==> src/rtl/bip_control.sv <==
// Control FSM for the accumulator CPU: fetch, decode and execute, three clocks per instruction.
// Latency is 3 clk per instruction; en=0 stalls state/PC/IR and gates all strobes.
module bip_control #(
  parameter int PC_W    = 11,
  parameter int INSTR_W = 16
) (
  input  logic               clk,
  input  logic               rst,
  input  logic               en,
  input  logic [INSTR_W-1:0] Instr,
  output logic [PC_W-1:0]    Addr_prog,
  output logic [PC_W-1:0]    Addr_data,
  output logic [1:0]         SelA,
  output logic               SelB,
  output logic               Op,
  output logic               WrAcc,
  output logic               WrRam,
  output logic               RdRam,
  output logic               halted
);

  localparam logic [1:0] S_FETCH  = 2'd0;
  localparam logic [1:0] S_DECODE = 2'd1;
  localparam logic [1:0] S_EXEC   = 2'd2;
  localparam logic [1:0] S_HALT   = 2'd3;

  localparam logic [4:0] OP_HLT  = 5'b00000;
  localparam logic [4:0] OP_STO  = 5'b00001;
  localparam logic [4:0] OP_LD   = 5'b00010;
  localparam logic [4:0] OP_LDI  = 5'b00011;
  localparam logic [4:0] OP_ADD  = 5'b00100;
  localparam logic [4:0] OP_ADDI = 5'b00101;
  localparam logic [4:0] OP_SUB  = 5'b00110;
  localparam logic [4:0] OP_SUBI = 5'b00111;

  logic [1:0]         state_q, state_d;
  logic [PC_W-1:0]    pc_q, pc_d;
  logic [INSTR_W-1:0] ir_q, ir_d;

  logic [4:0] dec_opc;
  logic [4:0] ex_opc;
  logic       acc_wr;
  logic       ram_wr;
  logic       ram_rd;

  assign dec_opc = Instr[INSTR_W-1 -: 5];
  assign ex_opc  = ir_q[INSTR_W-1 -: 5];

  always_comb begin
    state_d = state_q;
    pc_d    = pc_q;
    ir_d    = ir_q;
    if (en) begin
      case (state_q)
        S_FETCH:  state_d = S_DECODE;
        S_DECODE: begin
          ir_d    = Instr;
          state_d = (dec_opc == OP_HLT) ? S_HALT : S_EXEC;
        end
        S_EXEC: begin
          pc_d    = pc_q + PC_W'(1);
          state_d = S_FETCH;
        end
        default: state_d = S_HALT;
      endcase
    end
  end

  always_ff @(posedge clk) begin
    if (rst) begin
      state_q <= S_FETCH;
      pc_q    <= '0;
      ir_q    <= '0;
    end else begin
      state_q <= state_d;
      pc_q    <= pc_d;
      ir_q    <= ir_d;
    end
  end

  // Mux selects follow state even while stalled; only the strobes are gated by en.
  always_comb begin
    Addr_data = '0;
    SelA      = 2'd0;
    SelB      = 1'b0;
    Op        = 1'b0;
    acc_wr    = 1'b0;
    ram_wr    = 1'b0;
    ram_rd    = 1'b0;
    case (state_q)
      S_DECODE: begin
        Addr_data = Instr[PC_W-1:0];
        ram_rd    = (dec_opc == OP_LD) || (dec_opc == OP_ADD) || (dec_opc == OP_SUB);
      end
      S_EXEC: begin
        Addr_data = ir_q[PC_W-1:0];
        case (ex_opc)
          OP_STO:  ram_wr = 1'b1;
          OP_LD:   acc_wr = 1'b1;
          OP_LDI:  begin acc_wr = 1'b1; SelA = 2'd1; end
          OP_ADD:  begin acc_wr = 1'b1; SelA = 2'd2; end
          OP_ADDI: begin acc_wr = 1'b1; SelA = 2'd2; SelB = 1'b1; end
          OP_SUB:  begin acc_wr = 1'b1; SelA = 2'd2; Op = 1'b1; end
          OP_SUBI: begin acc_wr = 1'b1; SelA = 2'd2; SelB = 1'b1; Op = 1'b1; end
          default: ;
        endcase
      end
      default: ;
    endcase
  end

  assign Addr_prog = pc_q;
  assign WrAcc     = acc_wr & en;
  assign WrRam     = ram_wr & en;
  assign RdRam     = ram_rd & en;
  assign halted    = (state_q == S_HALT);

endmodule
==> config.mk <==
export PLATFORM = sky130hd
export DESIGN_NAME = bip_control
export DESIGN_NICKNAME = d
export VERILOG_FILES = /design/src/rtl/bip_control.sv
export SDC_FILE = /design/constraint.sdc
export NUM_CORES = 1
export LEC_CHECK = 0
export CAP_MARGIN = 25
export CORE_UTILIZATION = 45
export CTS_CLUSTER_DIAMETER = 200
export DETAILED_ROUTE_END_ITERATION = 7
export HOLD_SLACK_MARGIN = 0.12
export PLACE_DENSITY = 0.79
export SETUP_SLACK_MARGIN = 0.05
export SLEW_MARGIN = 15
export SYNTH_ARGS = -nofsm -noshare
export SYNTH_HDL_FRONTEND = slang
export SYNTH_SLANG_ARGS = --single-unit
==> constraint.sdc <==
create_clock -name clk -period 2.1 [get_ports clk]
set_input_delay 0.315 -clock clk [delete_from_list [all_inputs] [get_ports clk]]
set_output_delay 0.315 -clock clk [all_outputs]
set_load 0.02 [all_outputs]
After elaboration in Yosys (flattened, before gate mapping)
Index checks and enable logic that the tools add are counted.
Word-level totals
  flip-flop bits (word level): 29
  input bits: 19
  output and inout bits: 30
  word-level logic and storage cells: 44
Cells by class
  add/subtract/negate cells: 1
  eq/ne operators: 13
  muxes and demuxes: 14
  bitwise logic cells: 3
  reduce and logical (&&, ||, !) cells: 10
Operators by type and width (count)
  5-bit by 3-bit == test with 1-bit output, second input constant: 6
  11-bit one-hot mux with 2 select lines: 1
  5-bit by 2-bit == test with 1-bit output, second input constant: 3
  11-bit by 1-bit adder with 11-bit output, second input constant: 1
  1-bit 2-to-1 mux: 10
  2-bit one-hot mux with 3 select lines: 1
  6-bit OR reduction: 1
  5-bit by 1-bit == test with 1-bit output, second input constant: 1
  5-bit zero test: 1
  2-bit == test, second input constant: 2
  2-bit one-hot mux with 2 select lines: 1
  2-bit AND reduction: 2
  2-bit OR reduction: 2
  4-bit OR reduction: 1
  1-bit bitwise AND: 3
  2-bit by 1-bit == test with 1-bit output, second input constant: 1
  2-bit zero test: 1
  1-bit logical OR: 2
  2-bit 2-to-1 mux: 1

Depth between registers and ports, before layout
  depth in word-level cells: 5
  depth in mapped cells: 7
  mapped depth without buffers: 5

Worst setup path after synthesis
OpenSTA, ideal clock, no wires.
  kind: flip-flop to output port
  start: reg state_q[0]
  end: out WrRam
  arrival time: 1.697 ns
  required time: 1.785 ns
  slack: 0.088 ns
  stages on the path, launching flop included: 7
  path buffers: 2
  cell sequence: dfxtp_1 inv_1 ha_1 buf_4 buf_2 nand3_1 nor4b_1
On the way
  cells in the longest elaborated chain, start to end: 3
Ends and longest elaborated chain
  start: declaration: line 36  | logic [1:0] state_q, state_d;
  start signal: assignment: line 75  | state_q <= state_d;
  2-bit == test: line 90  | case (state_q)
  1-bit 2-to-1 mux: line 90
  1-bit bitwise AND: line 114  | assign WrRam = ram_wr & en;
  end: declaration: line 17  | output logic WrRam,
No other way between the ends.

Final worst setup path
  start: reg state_q[1]
  end: out Addr_data[6]
On the way
  cells in the longest elaborated chain, start to end: 2
  elaborated cells between the ends (all ways): 3
  classes of those cells: 2 x eq/ne; 1 x mux
Ends and longest elaborated chain
  2-bit == test / 2-bit by 1-bit == test with 1-bit output (equally long branches): line 90
  11-bit one-hot mux with 2 select lines (*): line 90
  end: declaration: line 12  | output logic [PC_W-1:0] Addr_data,
Every way passes the cells marked *; elsewhere a longest branch is shown, timed or not.

==> key figures <==
Layout
  • Layout cells sized above 1: 0.160
  • Final Util: 0.669
  • Fill count: 270
  • Commonest non-fill, non-tap cell in the layout: nand2_1
  • Area Growth Syn to Fin: 40.7%
  • N_diodes: 0
  • Nets: between 200 and 300
  • Commonest cells after routing, fill and taps aside: 39 x nand2_1, 30 x clkdlybuf4s50_1, 27 x dfxtp_1

Routing
  • Routed WL per cell: approximately 13 um
  • DRT Pass-1 Iters: 4
  • Routed vias: 1,469
  • Total Routed Length: 3620 um
  • 1st-iter DRT viols: between 40 and 50
  • Via/cell ratio: ~5.2
  • Post-route ant nets: 0
  • DRC viols: 0

Power
  • Pleak: 0.739 nW
  • Overall Power: between 1 and 1.5 mW
  • Worst VDD drop: slightly below 500 uV
  • PwrDens: 546 nW/um^2

Setup path
  • Critical path startpoint: state_q[1]$_SDFFE_PP0P_
  • Reg2reg path depth: 6
  • Setup crit start kind: flop
  • Arr. time, crit path: between 1500 and 2000 ps
  • CP endpoint: Addr_data[6]
  • Register-to-register setup slack: about 320 ps
  • Req. time, crit path: between 1500 and 2000 ps
  • CP Class: reg -> out
  • CP Capture Type: output pin
  • Reg2reg start: state_q[0]$_SDFFE_PP0P_
  • Worst R2R End: Addr_prog[9]$_SDFFE_PP0P_
  • CP max FO: 12

Timing
  • Slew headroom: 0.822
  • Final Hold Vio Count: 0
  • Clock skew: roughly 7 ps
  • Final setup vio count: 0
  • Actual slew at the worst max-slew pin: between 200 and 300 ps
  • Post-layout minimum cycle time: ~2000 ps
  • Period utilisation layout: 0.956
  • RSZ-0062 raised after global routing: true
  • Fmax achieved: ~0.5 GHz
  • Final slew viol count: 0

Global route
  • GRT Total Usage: 0.228
  • First-pass GRT wire length: ~6000 um
  • Vias in the first global route: ~1.4k
  • Initial antenna violation count: 0
  • Largest net degree at the start of global routing: 17
  • Congestion Overflow GR: 0

Floorplanning
  • Std cell rows: 20
  • Die height: between 50 and 60 um
  • I/O pin count: 49
  • Chip width: about 60 um
  • Total die area: about 3500 sq um
  • Initial Util: 0.476
  • Floorplan Core Area: 3050 sq um

Synthesis
  • Number of flops mapped to enable cells by yosys: 0
  • Synth Net Count: approximately 210
  • Synthesized instance count: approximately 180
  • Synth warn: 0
  • Cell taking the most area after synthesis: dfxtp_1
  • Yosys top cell area share: 0.400
  • Synthesized cell area: approximately 1500 sq um
  • Sequential fraction of the synthesis area: 0.400
  • Async set-or-reset flop fraction in the synthesized netlist: 0
  • Post-synth cell types: 32
  • Top FF cell, synth: dfxtp_1
  • Flops & latches, synth: 29
  • Dominant cells by area after synthesis: dfxtp_1 40%, nand2_1 10%, a21oi_1 7.9%, a22oi_1 5.7%, nor2b_1 5.2%
  • Synth Area per Inst: ~7.9 sq um

CTS
  • Clk_lat worst skew: roughly 320 ps
  • CTS tree: built
  • Hold Buf Count CTS: 0
  • H-tree depth: 2
  • Clock Path Buffers: 2
  • Num CTS Buffers: 5
  • Clock slew at reported path FFs: roughly 90 ps
  • Post-cts resize count: 42
  • CTS root buf: clkbuf_4
  • Setup bufs post-CTS: 0
  • Clock sink total: 29

Hold path
  • Worst Hold Class: reg -> reg

Placement
  • Final GP Congestion: 0.825
  • PortBufs: between 40 and 50
  • DPL Wire Length: 2680 um

Outcome
  • Status: finished, final reports clean

Flow run
  • Max cap viols: 0
-- state kept, by name (all words and copies together), names as in the netlist --
register,count
Addr_prog,11
ir_q,16
state_q,2
-- cell usage after synthesis, drive strengths merged (3+ instances only) --
cell / n
inv: 5
a22oi: 11
ha: 5
nand2: 39
clkbuf: 3
buf: 8
or3: 3
or4: 3
nand3: 5
o21ai: 3
o31ai: 3
dfxtp: 29
nor2: 13
and2: 3
nor2b: 12
a21oi: 23
-- stage by stage --
step                instances  hold WS [ps]  area, sq um  setup WS (ps)  setup TNS, ps
CTS                       282           460         2070           53.1              0
finish                    282           458         2040           92.5              0
detailed placement        275           448         2000           -114           -212
global placement          275           442         2000          -80.7          -93.5
global route              282           480         2040           1.93              0
floorplan                 184           436         1450           87.9              0
-- worst max-delay path, stage by stage, from the launching register on --
cell and delay (ps):
dfxtp_2 360, inv_1 60, ha_1 240, buf_6 170, a22oi_1 180, nor2b_1 70, clkdlybuf4s15_1 280
-- area by class of cell --
cell class	instances	area, sq um	share of cell area
Clock buffer	7	55.1	0.0269
Tap cell	44	55.1	0.0269
Inverter	5	18.8	0.00919
Sequential cell	29	583	0.285
Multi-Input combinational cell	139	806	0.394
Timing Repair Buffer	58	526	0.257
-- power by group --
part	leakage, nW	switching, mW	internal (mW)	total [mW]
clock network	0.0314	0.181	0.158	0.339
logic	0.472	0.101	0.0966	0.197
registers	0.236	0.0121	0.566	0.578
total	0.739	0.294	0.821	1.11
-- layer usage --
layer,track usage,wire length [um],vias up
met1,0.274,1630,690
met3,0.0527,160,5
met5,0,0,-
met2,0.386,1790,38
li1,-,-,736
met4,0.0986,45,0
-- logic make-up (layout without fill, tap and decap cells) --
group | Yosys count | in the layout | synth area share
XOR/XNOR | 2 | 2 | 0.0121
adder cells (fa/ha/maj) | 5 | 5 | 0.0431
AND/OR/NAND/NOR | 87 | 87 | 0.298
AO/OA/AOI/OAI | 43 | 43 | 0.178
flip-flops | 29 | 29 | 0.400
buffers and inverters | 16 | 70 | 0.0534
multiplexers | 2 | 2 | 0.0155
-- worst min path at each step --
stage          cells after the start                    end             startpoint  slack [ps]
3_5_place_dp                       2  ir_q[14]$_SDFFE_PP0P_  ir_q[14]$_SDFFE_PP0P_         450
5_1_grt                            2   ir_q[3]$_SDFFE_PP0P_   ir_q[3]$_SDFFE_PP0P_         480
4_1_cts                            2  ir_q[14]$_SDFFE_PP0P_  ir_q[14]$_SDFFE_PP0P_         460
3_3_place_gp                       2   ir_q[0]$_SDFFE_PP0P_   ir_q[0]$_SDFFE_PP0P_         440
6_report                           2   ir_q[8]$_SDFFE_PP0P_   ir_q[8]$_SDFFE_PP0P_         460
2_1_floorplan                      2   ir_q[0]$_SDFFE_PP0P_   ir_q[0]$_SDFFE_PP0P_         440
(Power assumes the default switching activity.)
